$ cat src/rtl/sevenseg_display_sched_pkg.sv
// Shared constants, display-owner state encoding and counter sizing for the
// seven-segment display scheduler.
package sevenseg_pkg;
  localparam logic [3:0] BLANK_DIGIT = 4'hF;
  localparam logic       DP_OFF      = 1'b1;

  typedef enum logic {
    SHOW_SCORE = 1'b0,
    SHOW_EVENT = 1'b1
  } state_t;

  // Bits needed to hold a down/up counter spanning 0..n-1 (at least one bit).
  function automatic int cnt_width(input int n);
    return (n <= 2) ? 1 : $clog2(n);
  endfunction
endpackage

$ cat src/rtl/sevenseg_display_sched_if.sv
// Bundle between the display scheduler and its clients: score/event inputs,
// scan tick and digit/decimal-point outputs to the seven-segment mux.
interface sevenseg_display_sched_if;
  logic [15:0] score_bcd;
  logic        evt_req;
  logic [15:0] evt_bcd;
  logic        evt_busy;
  logic        scan_en;
  logic [3:0]  d3, d2, d1, d0;
  logic        dp3, dp2, dp1, dp0;

  modport master (
    output score_bcd, evt_req, evt_bcd,
    input  evt_busy, scan_en, d3, d2, d1, d0, dp3, dp2, dp1, dp0
  );

  modport slave (
    input  score_bcd, evt_req, evt_bcd,
    output evt_busy, scan_en, d3, d2, d1, d0, dp3, dp2, dp1, dp0
  );
endinterface

$ cat src/rtl/sevenseg_display_sched_scan_prescaler.sv
// Free-running divider producing a registered 1-cycle tick every
// CLK_HZ/SCAN_HZ clocks; first tick lands DIV clocks after reset release.
module scan_prescaler
  import sevenseg_pkg::*;
#(
  parameter int CLK_HZ  = 100_000_000,
  parameter int SCAN_HZ = 1000
) (
  input  logic clk,
  input  logic rst,
  output logic tick
);
  localparam int             DIV  = CLK_HZ / SCAN_HZ;
  localparam int             W    = cnt_width(DIV);
  localparam logic [W-1:0]   LAST = W'(DIV - 1);

  logic [W-1:0] cnt;

  always_ff @(posedge clk) begin
    if (rst) begin
      cnt  <= '0;
      tick <= 1'b0;
    end else if (cnt == LAST) begin
      cnt  <= '0;
      tick <= 1'b1;
    end else begin
      cnt  <= cnt + 1'b1;
      tick <= 1'b0;
    end
  end
endmodule

$ cat src/rtl/sevenseg_display_sched.sv
// Display scheduler: live score by default, one-shot event messages held for
// HOLD_TICKS scan ticks. Define SEVENSEG_BLINK_EN to blink events.
module sevenseg_display_sched
  import sevenseg_pkg::*;
#(
  parameter int CLK_HZ      = 100_000_000,
  parameter int SCAN_HZ     = 1000,
  parameter int HOLD_TICKS  = 1500,
  parameter int BLINK_TICKS = 250
) (
  input logic                    clk,
  input logic                    rst,
  sevenseg_display_sched_if.slave bus
);
  localparam int                  HOLD_W    = cnt_width(HOLD_TICKS);
  localparam logic [HOLD_W-1:0]   HOLD_LAST = HOLD_W'(HOLD_TICKS - 1);

  if (CLK_HZ / SCAN_HZ < 2 || HOLD_TICKS < 1 || BLINK_TICKS < 1) begin : g_bad_cfg
    $error("sevenseg_display_sched: invalid timing parameters");
  end

  state_t              state, state_nxt;
  logic [HOLD_W-1:0]   hold_cnt, hold_nxt;
  logic [15:0]         capt, capt_nxt;
  logic                tick;
  logic                show_on;
  logic [15:0]         d_nxt;
  logic [3:0]          dp_nxt;
  logic                busy_nxt;

`ifdef SEVENSEG_BLINK_EN
  localparam int                 BLINK_W    = cnt_width(BLINK_TICKS);
  localparam logic [BLINK_W-1:0] BLINK_LAST = BLINK_W'(BLINK_TICKS - 1);
  logic [BLINK_W-1:0] blink_cnt, blink_nxt;
  logic               phase_on, phase_nxt;
`endif

  // Leading-zero suppression; the units digit always stays visible.
  function automatic logic [15:0] blank_lz(input logic [15:0] s);
    logic z3, z32, z321;
    z3   = (s[15:12] == 4'd0);
    z32  = z3  && (s[11:8] == 4'd0);
    z321 = z32 && (s[7:4]  == 4'd0);
    return {z3   ? BLANK_DIGIT : s[15:12],
            z32  ? BLANK_DIGIT : s[11:8],
            z321 ? BLANK_DIGIT : s[7:4],
            s[3:0]};
  endfunction

  scan_prescaler #(
    .CLK_HZ (CLK_HZ),
    .SCAN_HZ(SCAN_HZ)
  ) u_prescaler (
    .clk (clk),
    .rst (rst),
    .tick(tick)
  );

  assign bus.scan_en = tick;

  always_comb begin
    state_nxt = state;
    hold_nxt  = hold_cnt;
    capt_nxt  = capt;
    show_on   = 1'b1;
    // A new request always wins, even against a simultaneous expiry.
    if (bus.evt_req) begin
      state_nxt = SHOW_EVENT;
      hold_nxt  = HOLD_LAST;
      capt_nxt  = bus.evt_bcd;
    end else if (state == SHOW_EVENT && tick) begin
      if (hold_cnt == '0) state_nxt = SHOW_SCORE;
      else                hold_nxt  = hold_cnt - 1'b1;
    end
`ifdef SEVENSEG_BLINK_EN
    blink_nxt = blink_cnt;
    phase_nxt = phase_on;
    if (bus.evt_req) begin
      blink_nxt = BLINK_LAST;
      phase_nxt = 1'b1;
    end else if (state == SHOW_EVENT && tick) begin
      if (blink_cnt == '0) begin
        blink_nxt = BLINK_LAST;
        phase_nxt = ~phase_on;
      end else begin
        blink_nxt = blink_cnt - 1'b1;
      end
    end
    show_on = phase_nxt;
`endif
    if (state_nxt == SHOW_EVENT) begin
      d_nxt    = show_on ? capt_nxt : {4{BLANK_DIGIT}};
      dp_nxt   = {DP_OFF, DP_OFF, DP_OFF, show_on ? ~DP_OFF : DP_OFF};
      busy_nxt = 1'b1;
    end else begin
      d_nxt    = blank_lz(bus.score_bcd);
      dp_nxt   = {4{DP_OFF}};
      busy_nxt = 1'b0;
    end
  end

  // Output register stage: display follows the next owner in the same edge.
  always_ff @(posedge clk) begin
    if (rst) begin
      state        <= SHOW_SCORE;
      hold_cnt     <= '0;
      capt         <= {4{BLANK_DIGIT}};
      bus.d3       <= BLANK_DIGIT;
      bus.d2       <= BLANK_DIGIT;
      bus.d1       <= BLANK_DIGIT;
      bus.d0       <= BLANK_DIGIT;
      bus.dp3      <= DP_OFF;
      bus.dp2      <= DP_OFF;
      bus.dp1      <= DP_OFF;
      bus.dp0      <= DP_OFF;
      bus.evt_busy <= 1'b0;
`ifdef SEVENSEG_BLINK_EN
      blink_cnt    <= '0;
      phase_on     <= 1'b1;
`endif
    end else begin
      state        <= state_nxt;
      hold_cnt     <= hold_nxt;
      capt         <= capt_nxt;
      bus.d3       <= d_nxt[15:12];
      bus.d2       <= d_nxt[11:8];
      bus.d1       <= d_nxt[7:4];
      bus.d0       <= d_nxt[3:0];
      bus.dp3      <= dp_nxt[3];
      bus.dp2      <= dp_nxt[2];
      bus.dp1      <= dp_nxt[1];
      bus.dp0      <= dp_nxt[0];
      bus.evt_busy <= busy_nxt;
`ifdef SEVENSEG_BLINK_EN
      blink_cnt    <= blink_nxt;
      phase_on     <= phase_nxt;
`endif
    end
  end
endmodule

$ cat src/flat_wrapper.sv
// flat-port wrapper written by rule: the top's interface ports become plain ports
module sevenseg_display_sched_flat import sevenseg_pkg::*;
#(
  parameter int CLK_HZ      = 100_000_000,
  parameter int SCAN_HZ     = 1000,
  parameter int HOLD_TICKS  = 1500,
  parameter int BLINK_TICKS = 250
)
  (clk, rst, bus_score_bcd, bus_evt_req, bus_evt_bcd, bus_evt_busy, bus_scan_en, bus_d3, bus_d2, bus_d1, bus_d0, bus_dp3, bus_dp2, bus_dp1, bus_dp0);
  sevenseg_display_sched_if bus_i ();
  input logic clk;
  input logic rst;
  input wire logic [$bits(bus_i.score_bcd)-1:0] bus_score_bcd;
  input wire logic [$bits(bus_i.evt_req)-1:0] bus_evt_req;
  input wire logic [$bits(bus_i.evt_bcd)-1:0] bus_evt_bcd;
  output wire logic [$bits(bus_i.evt_busy)-1:0] bus_evt_busy;
  output wire logic [$bits(bus_i.scan_en)-1:0] bus_scan_en;
  output wire logic [$bits(bus_i.d3)-1:0] bus_d3;
  output wire logic [$bits(bus_i.d2)-1:0] bus_d2;
  output wire logic [$bits(bus_i.d1)-1:0] bus_d1;
  output wire logic [$bits(bus_i.d0)-1:0] bus_d0;
  output wire logic [$bits(bus_i.dp3)-1:0] bus_dp3;
  output wire logic [$bits(bus_i.dp2)-1:0] bus_dp2;
  output wire logic [$bits(bus_i.dp1)-1:0] bus_dp1;
  output wire logic [$bits(bus_i.dp0)-1:0] bus_dp0;
  assign bus_i.score_bcd = bus_score_bcd;
  assign bus_i.evt_req = bus_evt_req;
  assign bus_i.evt_bcd = bus_evt_bcd;
  assign bus_evt_busy = bus_i.evt_busy;
  assign bus_scan_en = bus_i.scan_en;
  assign bus_d3 = bus_i.d3;
  assign bus_d2 = bus_i.d2;
  assign bus_d1 = bus_i.d1;
  assign bus_d0 = bus_i.d0;
  assign bus_dp3 = bus_i.dp3;
  assign bus_dp2 = bus_i.dp2;
  assign bus_dp1 = bus_i.dp1;
  assign bus_dp0 = bus_i.dp0;
  sevenseg_display_sched #(.CLK_HZ(CLK_HZ), .SCAN_HZ(SCAN_HZ), .HOLD_TICKS(HOLD_TICKS), .BLINK_TICKS(BLINK_TICKS)) u_core (.clk(clk), .rst(rst), .bus(bus_i));
endmodule
$ cat config.mk
export PLATFORM = sky130hd
export DESIGN_NAME = sevenseg_display_sched_flat
export DESIGN_NICKNAME = d
export VERILOG_FILES = /design/src/rtl/sevenseg_display_sched_pkg.sv /design/src/rtl/sevenseg_display_sched_if.sv /design/src/rtl/sevenseg_display_sched_scan_prescaler.sv /design/src/rtl/sevenseg_display_sched.sv /design/src/flat_wrapper.sv
export SDC_FILE = /design/constraint.sdc
export NUM_CORES = 1
export LEC_CHECK = 0
export CAP_MARGIN = 20
export CORE_MARGIN = 4
export CORE_UTILIZATION = 54
export DETAILED_ROUTE_END_ITERATION = 8
export GPL_ROUTABILITY_DRIVEN = 0
export GPL_TIMING_DRIVEN = 0
export PLACE_DENSITY = 0.87
export RECOVER_POWER = 25
export SYNTH_ARGS = -nofsm -noshare
export SYNTH_HDL_FRONTEND = slang
export SYNTH_HIERARCHICAL = 1
export SYNTH_SLANG_ARGS = --single-unit
$ cat constraint.sdc
create_clock -name clk -period 4.3 [get_ports clk]
set_clock_uncertainty 0.2 [all_clocks]
set_input_delay 0.645 -clock clk [delete_from_list [all_inputs] [get_ports clk]]
set_output_delay 0.645 -clock clk [all_outputs]
set_load 0.01 [all_outputs]
== Word-level counts from Yosys, hierarchy flattened ==
Index checks and enable logic that the tools add are counted.

* Bits in registers: 67
* Input bits: 35
* Logic and storage cells: 46
* Output and inout port bits: 22

* Add/sub/neg operators: 2
* Reduce and logical (&&, ||, !) cells: 12
* Mux-type cells: 14
* Equal/unequal tests: 2
* Bitwise operators: 1

{| class="wikitable"
|+ Operators by type and width
! operator !! number
|-
| 11-bit two-way mux || 3
|-
| 16-bit two-way mux || 2
|-
| 17-bit by 1-bit adder with 17-bit output (second input constant) || 1
|-
| 17-bit equality test (second input constant) || 1
|-
| 4-bit zero test || 3
|-
| 4-bit two-way mux || 3
|-
| 11-bit zero test || 1
|-
| 11-bit by 1-bit subtractor with 11-bit output (second input constant) || 1
|-
| 1-bit two-way mux || 6
|-
| 2-bit AND reduction || 2
|-
| 2-bit OR reduction || 2
|-
| 1-bit logical AND || 3
|-
| 2-bit != test (second input constant) || 1
|-
| 2-bit nonzero test || 1
|-
| 1-bit inverter || 1
|}

== Logic depth before layout (Yosys ltp) ==
Gate-level depths: netlist of run 1.

* Depth after elaboration: 5
* Mapped depth: 8
* Gate-level depth less buffers: 6

== By module ==
Netlist of run 1, hierarchy kept.

{| class="wikitable"
|+ By module, submodules not included
! module !! sequential area each (um^2) !! cells each !! area each (um^2) !! instances
|-
| sevenseg_display_sched || 900.9 || 195 || 1879.3 || 1
|-
| scan_prescaler || 360.3 || 88 || 862.1 || 1
|}

== Least setup slack after synthesis of run 1 ==
OpenSTA, ideal clock, no wires.

* Path type: input to register
* Start: input port bus_evt_req
* End: register u_core.bus.d1[0]
* Arrival time: 1640 ps
* Stages on the path: 5
* Required time: 3977 ps
* Buffers on the path: 2
* Path slack: 2337 ps
* Library setup time: 123 ps
* Path through: buf_2 -> nor2b_1 -> a41oi_1 -> buf_2 -> mux2_1

* Longest elaborated chain between the ends: 2
* Elaborated cells between the ends (all ways): 3
* Classes of those cells: mux: 3

{| class="wikitable"
|+ Ends and longest elaborated chain
! item !! RTL line !! RTL
|-
| from (decl) || flat_wrapper.sv:14 || <nowiki>input wire logic [$bits(bus_i.evt_req)-1:0] bus_evt_req;</nowiki>
|-
| 16-bit two-way mux or 1-bit two-way mux (tied branches) || sevenseg_display_sched.sv:67 || <nowiki>if (bus.evt_req) begin</nowiki>
|-
| 16-bit two-way mux (*) || sevenseg_display_sched.sv:91 || <nowiki>if (state_nxt == SHOW_EVENT) begin</nowiki>
|-
| to (signal assigned) || sevenseg_display_sched.sv:127 || <nowiki>bus.d1 <= d_nxt[7:4];</nowiki>
|-
| to (decl) || sevenseg_display_sched_if.sv:19 || <nowiki>output evt_busy, scan_en, d3, d2, d1, d0, dp3, dp2, dp1, dp0</nowiki>
|}

Every way passes the cells marked *; elsewhere a longest branch is shown, timed or not.
A chain may end at the register's enable or synchronous reset.

== Worst setup path in the final report of run 1 ==
* Start: input port rst
* End: register u_core.bus.d0[1]

{| class="wikitable"
|+ RTL lines
! item !! RTL line !! RTL
|-
| from (decl) || flat_wrapper.sv:12 || <nowiki>input logic rst;</nowiki>
|-
| to (signal assigned) || sevenseg_display_sched.sv:128 || <nowiki>bus.d0 <= d_nxt[3:0];</nowiki>
|-
| to (decl) || sevenseg_display_sched_if.sv:19 ||
|}

No word-level cell between the ends.

==> impl_metrics.tcl, run 1 <==
set metrics [dict create \
    synth_async_sr_flop_share_pct 0 \
    grt_max_degree 11 \
    setup_violations 0 \
    status "finished, final reports clean" \
    power.leakage_nw 1.317 \
    cell_internal_pwr_w 0.001056 \
    fillers 344 \
    antenna_found_initial 0 \
    cells_traversed_along_the_worst_timing_path "dlygate4sd3_1 -> inv_1 -> clkbuf_1 -> clkbuf_1 -> a31oi_1" \
    synth_top_area_share_pct 46.01 \
    overflow 0 \
    worstSkewPairLatency_ps 330 \
    finalHoldViolCount 0 \
    grt_first_pass_wirelength_um 10940 \
    die_w_um 79.25 \
    switchingPower_w 0.0003083 \
    areaGrowthSynthToFinish_pct 29.48 \
    power.share.clock_pct 42.1 \
    irDropWorstVdd_mv 0.2592 \
    syn_area_per_cell_um2 9.687 \
    die-area_um2 6281 \
    tns_ps 0 \
    nNetsFinal 385 \
    routedWlPerCell_um 15.32 \
    yosys.cell_types.count 52 \
    port-buffer-count 52 \
    timing.critical_path.required_ps 4290 \
    vias 2297 \
    cpMaxStageDelayCell "dlygate4sd3_1" \
    tritoncts.num_buffers 9 \
    worst-slew-pin-transition_ps 616.9 \
    cp_slowest_stage_delay_ps 650 \
    yosys.area.top_type "dfxtp_1" \
    timing.critical_path.arrival_ps 2480 \
    clockBufferDepth 2 \
    antennaDiodeCount 0 \
    timing.critical_path.mode_cell "clkbuf_1" \
    ys_ff_latch 63 \
    type_of_destination_of_the_critical_path "register" \
    final_antenna_net_count 0 \
    die_h_um 79.25 \
    grt_pass1_vias 2379 \
    detailedRoute.firstIterationViolations 92 \
    max_freq_ghz 0.4018 \
    rsz0062_at_grt "false" \
    finalMaxSlewViolations 0 \
    ys.warnings.count 6 \
    timing.slew.headroom_pct 58.88 \
    postSynth.topFlopCell "dfxtp_1" \
    placeableCoreArea_um2 4817 \
    seqPwrFrac_pct 46.2 \
    timing.final.crit_period_ps 2489 \
    std_cell_rows 25 \
    ys_top_cells_by_area "dfxtp_1 46%, mux2i_1 7.3%, xnor2_1 4.2%" \
    cts_repair_resize_count 0 \
    synth_edf_count 0 \
    min-delay-path-class "register to register" \
    postCtsSetupRepairBufs 0 \
    mappedNetlistArea_um2 2741 \
    proportion_of_total_power_due_to_net_switching_pct 22.59 \
    maxCapViolCount 0 \
    place.detailed.hpwl_um 4536 \
    drt_wl_total_um 6435 \
    power_frac_comb_pct 11.7 \
    ff_latch_area_um2 1261 \
    fin_crit_sh_pct 57.88 \
    drc_errors 0 \
    floorplan.io_pins 57 \
    ctsRootBufferMaster "clkbuf_8" \
    initial_utilization_pct 56.91 \
    clk_pin_slew_ps 70 \
    post_route_cells_drive_above_1_share_pct 9.915 \
    startpoint_type "input pin" \
    ff2ff_path_depth 6 \
    clock_tree.htree_level_count 3 \
    synth_seq_area_share_pct 46.01 \
    cts.hold.buffers_added 0 \
    min_path_cells 2 \
    power_w 0.001364 \
    grt.total_usage_pct 22.47 \
    crit_fanout 10 \
    clock_tree_from_tritoncts "yes" \
    syn_inst 283 \
    vias_per_cell 5.469 \
    multi_input_comb_area_um2 1348 \
    detailedRoute.firstPassIterationCount 4 \
    power.density_cell_area_nw_per_um2 384.4 \
    cts_sinks 63 \
    timing.setup.critical_path_class "input pin to register" \
]
[cell usage after synthesis, types with 2 or more instances]
cell and n:
nand3_1 6, o21ai_0 3, buf_6 2, mux2i_1 20, nand4_1 4, mux2_1 4, inv_1 9, or3_1 3
nor4_1 6, nor3_1 14, buf_4 3, buf_2 3, and2_1 2, a31oi_1 15, nand2_1 30, nor4b_1 2
nor4_4 2, xor2_1 4, nor2_1 27, clkbuf_1 6, dfxtp_1 63, nor2_2 2, nor3b_1 2, ha_1 2
o41ai_1 5, xnor2_1 13, a21oi_1 2, nor4_2 5
[kinds of logic after synthesis]
group                    Yosys count  synth area share, %
multiplexers                      24                8.945
AND/OR/NAND/NOR                  119                25.65
flip-flops                        63                46.01
buffers and inverters             24                4.381
other                              1               0.1368
AO/OA/AOI/OAI                     33                8.535
adder cells (fa/ha/maj)            2               0.9127
XOR/XNOR                          17                5.431
[flip-flops by register name, summed over array words and instances, names as in the netlist, 4 cells and up]
name and count:
u_core/hold_cnt 11, u_core/bus.d3 4, u_core/bus.d0 4, u_core/u_prescaler/cnt 17, u_core/bus.d2 4, u_core/capt 16
u_core/bus.d1 4
[worst paths after layout]
kind / startpoint / to / slack (ps)
min reg2reg: u_core/capt[4] / u_core/capt[4] / 270
max: rst / u_core/bus.d0[1] / 1810
min: u_core/capt[4] / u_core/capt[4] / 270
max reg2reg: u_core/u_prescaler/cnt[0] / u_core/u_prescaler/cnt[6] / 1930
[stage by stage]
step / area, um2 / hold slack, ps / setup WS [ps] / utilization [%] / cells
floorplan: 2749 / 232.4 / 2337 / - / 285
finish: 3550 / 268.0 / 1811 / 73.69 / 420
detailed placement: 3353 / 248.9 / 1550 / 69.61 / 404
global placement: 3353 / 248.0 / 1558 / 69.61 / 404
global route: 3550 / 278.9 / 1715 / 73.69 / 420
CTS: 3577 / 265.2 / 1915 / 74.26 / 420
[final cells by class]
type | count | share of cell area [%]
Buffer | 15 | 2.221
Clock buffer | 13 | 4.477
Clock inverter | 3 | 1.833
Inverter | 9 | 0.9517
Multi-Input combinational cell | 198 | 37.96
Sequential cell | 63 | 35.53
Tap cell | 67 | 2.362
Timing Repair Buffer | 52 | 14.66
[cell usage in the layout (no fill, tap or decap), types with 5 or more instances in the layout]
cell type | Yosys | final
dfxtp_1 | 63 | 63
clkdlybuf4s50_1 | 0 | 51
nand2_1 | 30 | 30
nor2_1 | 27 | 27
mux2i_1 | 20 | 20
a31oi_1 | 15 | 15
nor3_1 | 14 | 14
xnor2_1 | 13 | 13
clkbuf_8 | 0 | 11
clkbuf_1 | 6 | 9
inv_1 | 9 | 9
nor4_1 | 6 | 6
nand3_1 | 6 | 6
o41ai_1 | 5 | 5
nand4_1 | 4 | 5
nor4_2 | 5 | 5
[power by group through the flow]
stage          Sequential, W  Combinational (W)  Clock [W]
2_1_floorplan       0.000647          0.0000749          0
3_3_place_gp        0.000643           0.000155          0
3_5_place_dp        0.000643           0.000160          0
4_1_cts             0.000630           0.000161   0.000579
5_1_grt             0.000634           0.000173   0.000603
6_report            0.000631           0.000159   0.000574
[worst max-delay path: cells and delay by family]
family | cells | cell delay (ps)
compound gates | 1 | 150
buf+inv | 4 | 1690
[routing by layer]
metal | track usage, % | vias to the layer above | share of wire (%)
li1 | - | 1139 | -
met1 | 27.28 | 1077 | 45
met2 | 35.69 | 68 | 47
met3 | 5.669 | 13 | 5.5
met4 | 13.57 | 0 | 1.9
met5 | 0 | - | 0
(Power assumes the default switching activity.)
==> inputs of run 2 (changes only) <==
CORE_UTILIZATION = 46   (was 54)
PLACE_DENSITY = 0.79   (was 0.87)
clock period = 2.1 ns   (was 4.3 ns; I/O delays follow)
==> run 2 against run 1 <==
Compared with the run above: combinational power increased by 110%; non-clock buffer count unchanged; critical path type unchanged; largest power group unchanged; hold slack got worse by 83 ps; sequential power increased by 100%; clock power increased by 100%; clock-buffer cell count decreased by 4; global-route usage decreased by 3.5 points; utilization decreased by 9.7 points; sequential share of layout area decreased by 0.62 points; critical path depth unchanged.
==> impl_metrics.tcl, run 2 (synthesized netlist as in run 1, its figures left out) <==
set metrics [dict create \
    status "finished, final reports clean" \
    final_core_util_pct 64.03 \
    grt_pass1_vias 2242 \
    routedWlPerCell_um 15.29 \
    power_frac_comb_pct 11.9 \
    placeableCoreArea_um2 5642 \
    proportion_of_total_power_due_to_net_switching_pct 24.59 \
    areaGrowthSynthToFinish_pct 31.77 \
    crit_fanout 10 \
    reg_top3 "u_core/u_prescaler/cnt x17, u_core/capt x16, u_core/hold_cnt x11" \
    nNetsFinal 385 \
    postCtsSetupRepairBufs 0 \
    path_buf_inv 4 \
    clock_tree_from_tritoncts "yes" \
    seqPwrFrac_pct 46.4 \
    fillers 467 \
    finalHoldViolCount 0 \
    die_h_um 85.20 \
    drt_wl_total_um 6500 \
    regMostFlops "u_core/u_prescaler/cnt" \
    detailedRoute.firstPassIterationCount 4 \
    power.density_cell_area_nw_per_um2 770.6 \
    timing.critical_path.required_ps 2110 \
    vias_per_cell 5.362 \
    drc_errors 0 \
    number_of_standard_cells_in_the_layout_taps_in_and_fillers_out 425 \
    layout.cells.most_common_list "63 x dfxtp_1, 39 x clkdlybuf4s50_1, 30 x nand2_1" \
    power.leakage_nw 1.311 \
    clockBufferDepth 2 \
    type_of_destination_of_the_critical_path "register" \
    finalMaxSlewViolations 0 \
    worst-slew-pin-transition_ps 662.1 \
    tritoncts.num_buffers 9 \
    antenna_found_initial 0 \
    setup_violations 0 \
    power_w 0.002783 \
    layout.cells.most_common "dfxtp_1" \
    initial_utilization_pct 48.59 \
    timing.critical_path.arrival_ps 2000 \
    floorplan.io_pins 57 \
    post_route_cells_drive_above_1_share_pct 13.60 \
    final_design_area_no_fill_um2 3612 \
    place.detailed.hpwl_um 4553 \
    die_w_um 85.20 \
    timing.slew.headroom_pct 55.86 \
    irDropWorstVdd_mv 0.5161 \
    startpoint_type "input pin" \
    cpMaxStageDelayCell "clkdlybuf4s50_1" \
    dp.cells 409 \
    final_antenna_net_count 0 \
    clock_tree.htree_level_count 3 \
    detailedRoute.firstIterationViolations 131 \
    switchingPower_w 0.0006844 \
    antennaDiodeCount 0 \
    grt_first_pass_wirelength_um 10780 \
    worstSkewPairLatency_ps 340 \
    grt.total_usage_pct 18.92 \
    timing.setup.critical_path_class "input pin to register" \
    min-delay-path-class "input pin to register" \
    cts_sinks 63 \
    critical-path-top-delay-family "buffers and inverters" \
    grt_max_degree 13 \
    power.share.clock_pct 41.8 \
    port-buffer-count 52 \
    timing.final.crit_period_ps 1992 \
    ctsRootBufferMaster "clkbuf_8" \
    overflow 0 \
    cells_traversed_along_the_worst_timing_path "clkdlybuf4s50_1 -> inv_1 -> clkbuf_1 -> clkbuf_2 -> a31oi_1" \
    clk_pin_slew_ps 70 \
    cp_slowest_stage_delay_ps 550 \
    max_freq_ghz 0.5019 \
    vias 2279 \
    rsz0062_at_grt "false" \
    detailed_place.area_um2 3359 \
    std_cell_rows 27 \
    cell_internal_pwr_w 0.002099 \
    maxCapViolCount 0 \
    fin_crit_sh_pct 94.87 \
    largest_register_ffs 17 \
    die-area_um2 7258 \
]
[run 2: cell types whose count changed in the layout (fill, tap and decap cells not counted), sizes merged]
cell | previous run | this run
dlygate4sd3 | 1 | 13
inv | 9 | 10
clkinvlp | 0 | 3
clkbuf | 20 | 14
clkdlybuf4s50 | 51 | 39
buf | 8 | 10
[run 2: path summary, 6_finish.rpt]
check / start / to / slack [ps] / cells after the start
worst min register to register: u_core/capt[5] / u_core/capt[5] / 260 / 2
worst max-delay path: rst / u_core/bus.d2[0] / 110 / 5
worst min-delay path: bus_evt_req / u_core/capt[4] / 180 / 3
worst max register to register: u_core/hold_cnt[0] / u_core/bus.d2[3] / 120 / 7
[run 2: power by group through the flow]
stage	Sequential, W	Clock, W	Combinational (W)
6_report	0.00129	0.00116	0.000331
5_1_grt	0.00130	0.00124	0.000362
4_1_cts	0.00129	0.00119	0.000330
3_5_place_dp	0.00132	0	0.000327
3_3_place_gp	0.00132	0	0.000322
2_1_floorplan	0.00132	0	0.000153
[run 2: final cells by class]
class,instances,area (um2),share of cell area (%)
clock inverters,7,96.34,2.667
well taps,72,90.09,2.494
inverters,9,33.78,0.9352
plain buffers,15,92.59,2.563
flip-flops and latches,63,1261,34.92
multi-input cells,198,1394,38.59
clock buffers,9,123.9,3.429
repair buffers,52,520.5,14.41
[run 2: metal layers]
metal  share of wire (%)  up-vias  track usage, %
met5                   0        -               0
li1                    -     1138               -
met3                 6.1       13           4.854
met1                  45     1056           24.81
met4                 2.4        0           9.784
met2                  46       72           28.60
[run 2: per-stage QoR]
stage	setup slack, ps	TNS [ps]	hold WS [ps]
after floorplan	249.7	0	186.6
after detailed placement	-405.0	-6594	248.5
final	107.7	0	184.6
after global placement	-380.9	-6520	246.8
after global routing	11.01	0	199.8
after CTS	31.97	0	161.5
[run 2: timing repair]
action	4_1_cts	5_1_grt
hold buffers	0	0
endpoints found under the setup margin	12	29
resized for setup	2	11
cloned	0	0
[run 2: worst register-to-register path: stages, from the launching register on]
cell and delay [ps]:
dfxtp_1 330, inv_1 70, ha_2 230, nor3b_4 260
a41oi_1 180, buf_4 250, nor4_1 270, a31oi_1 60
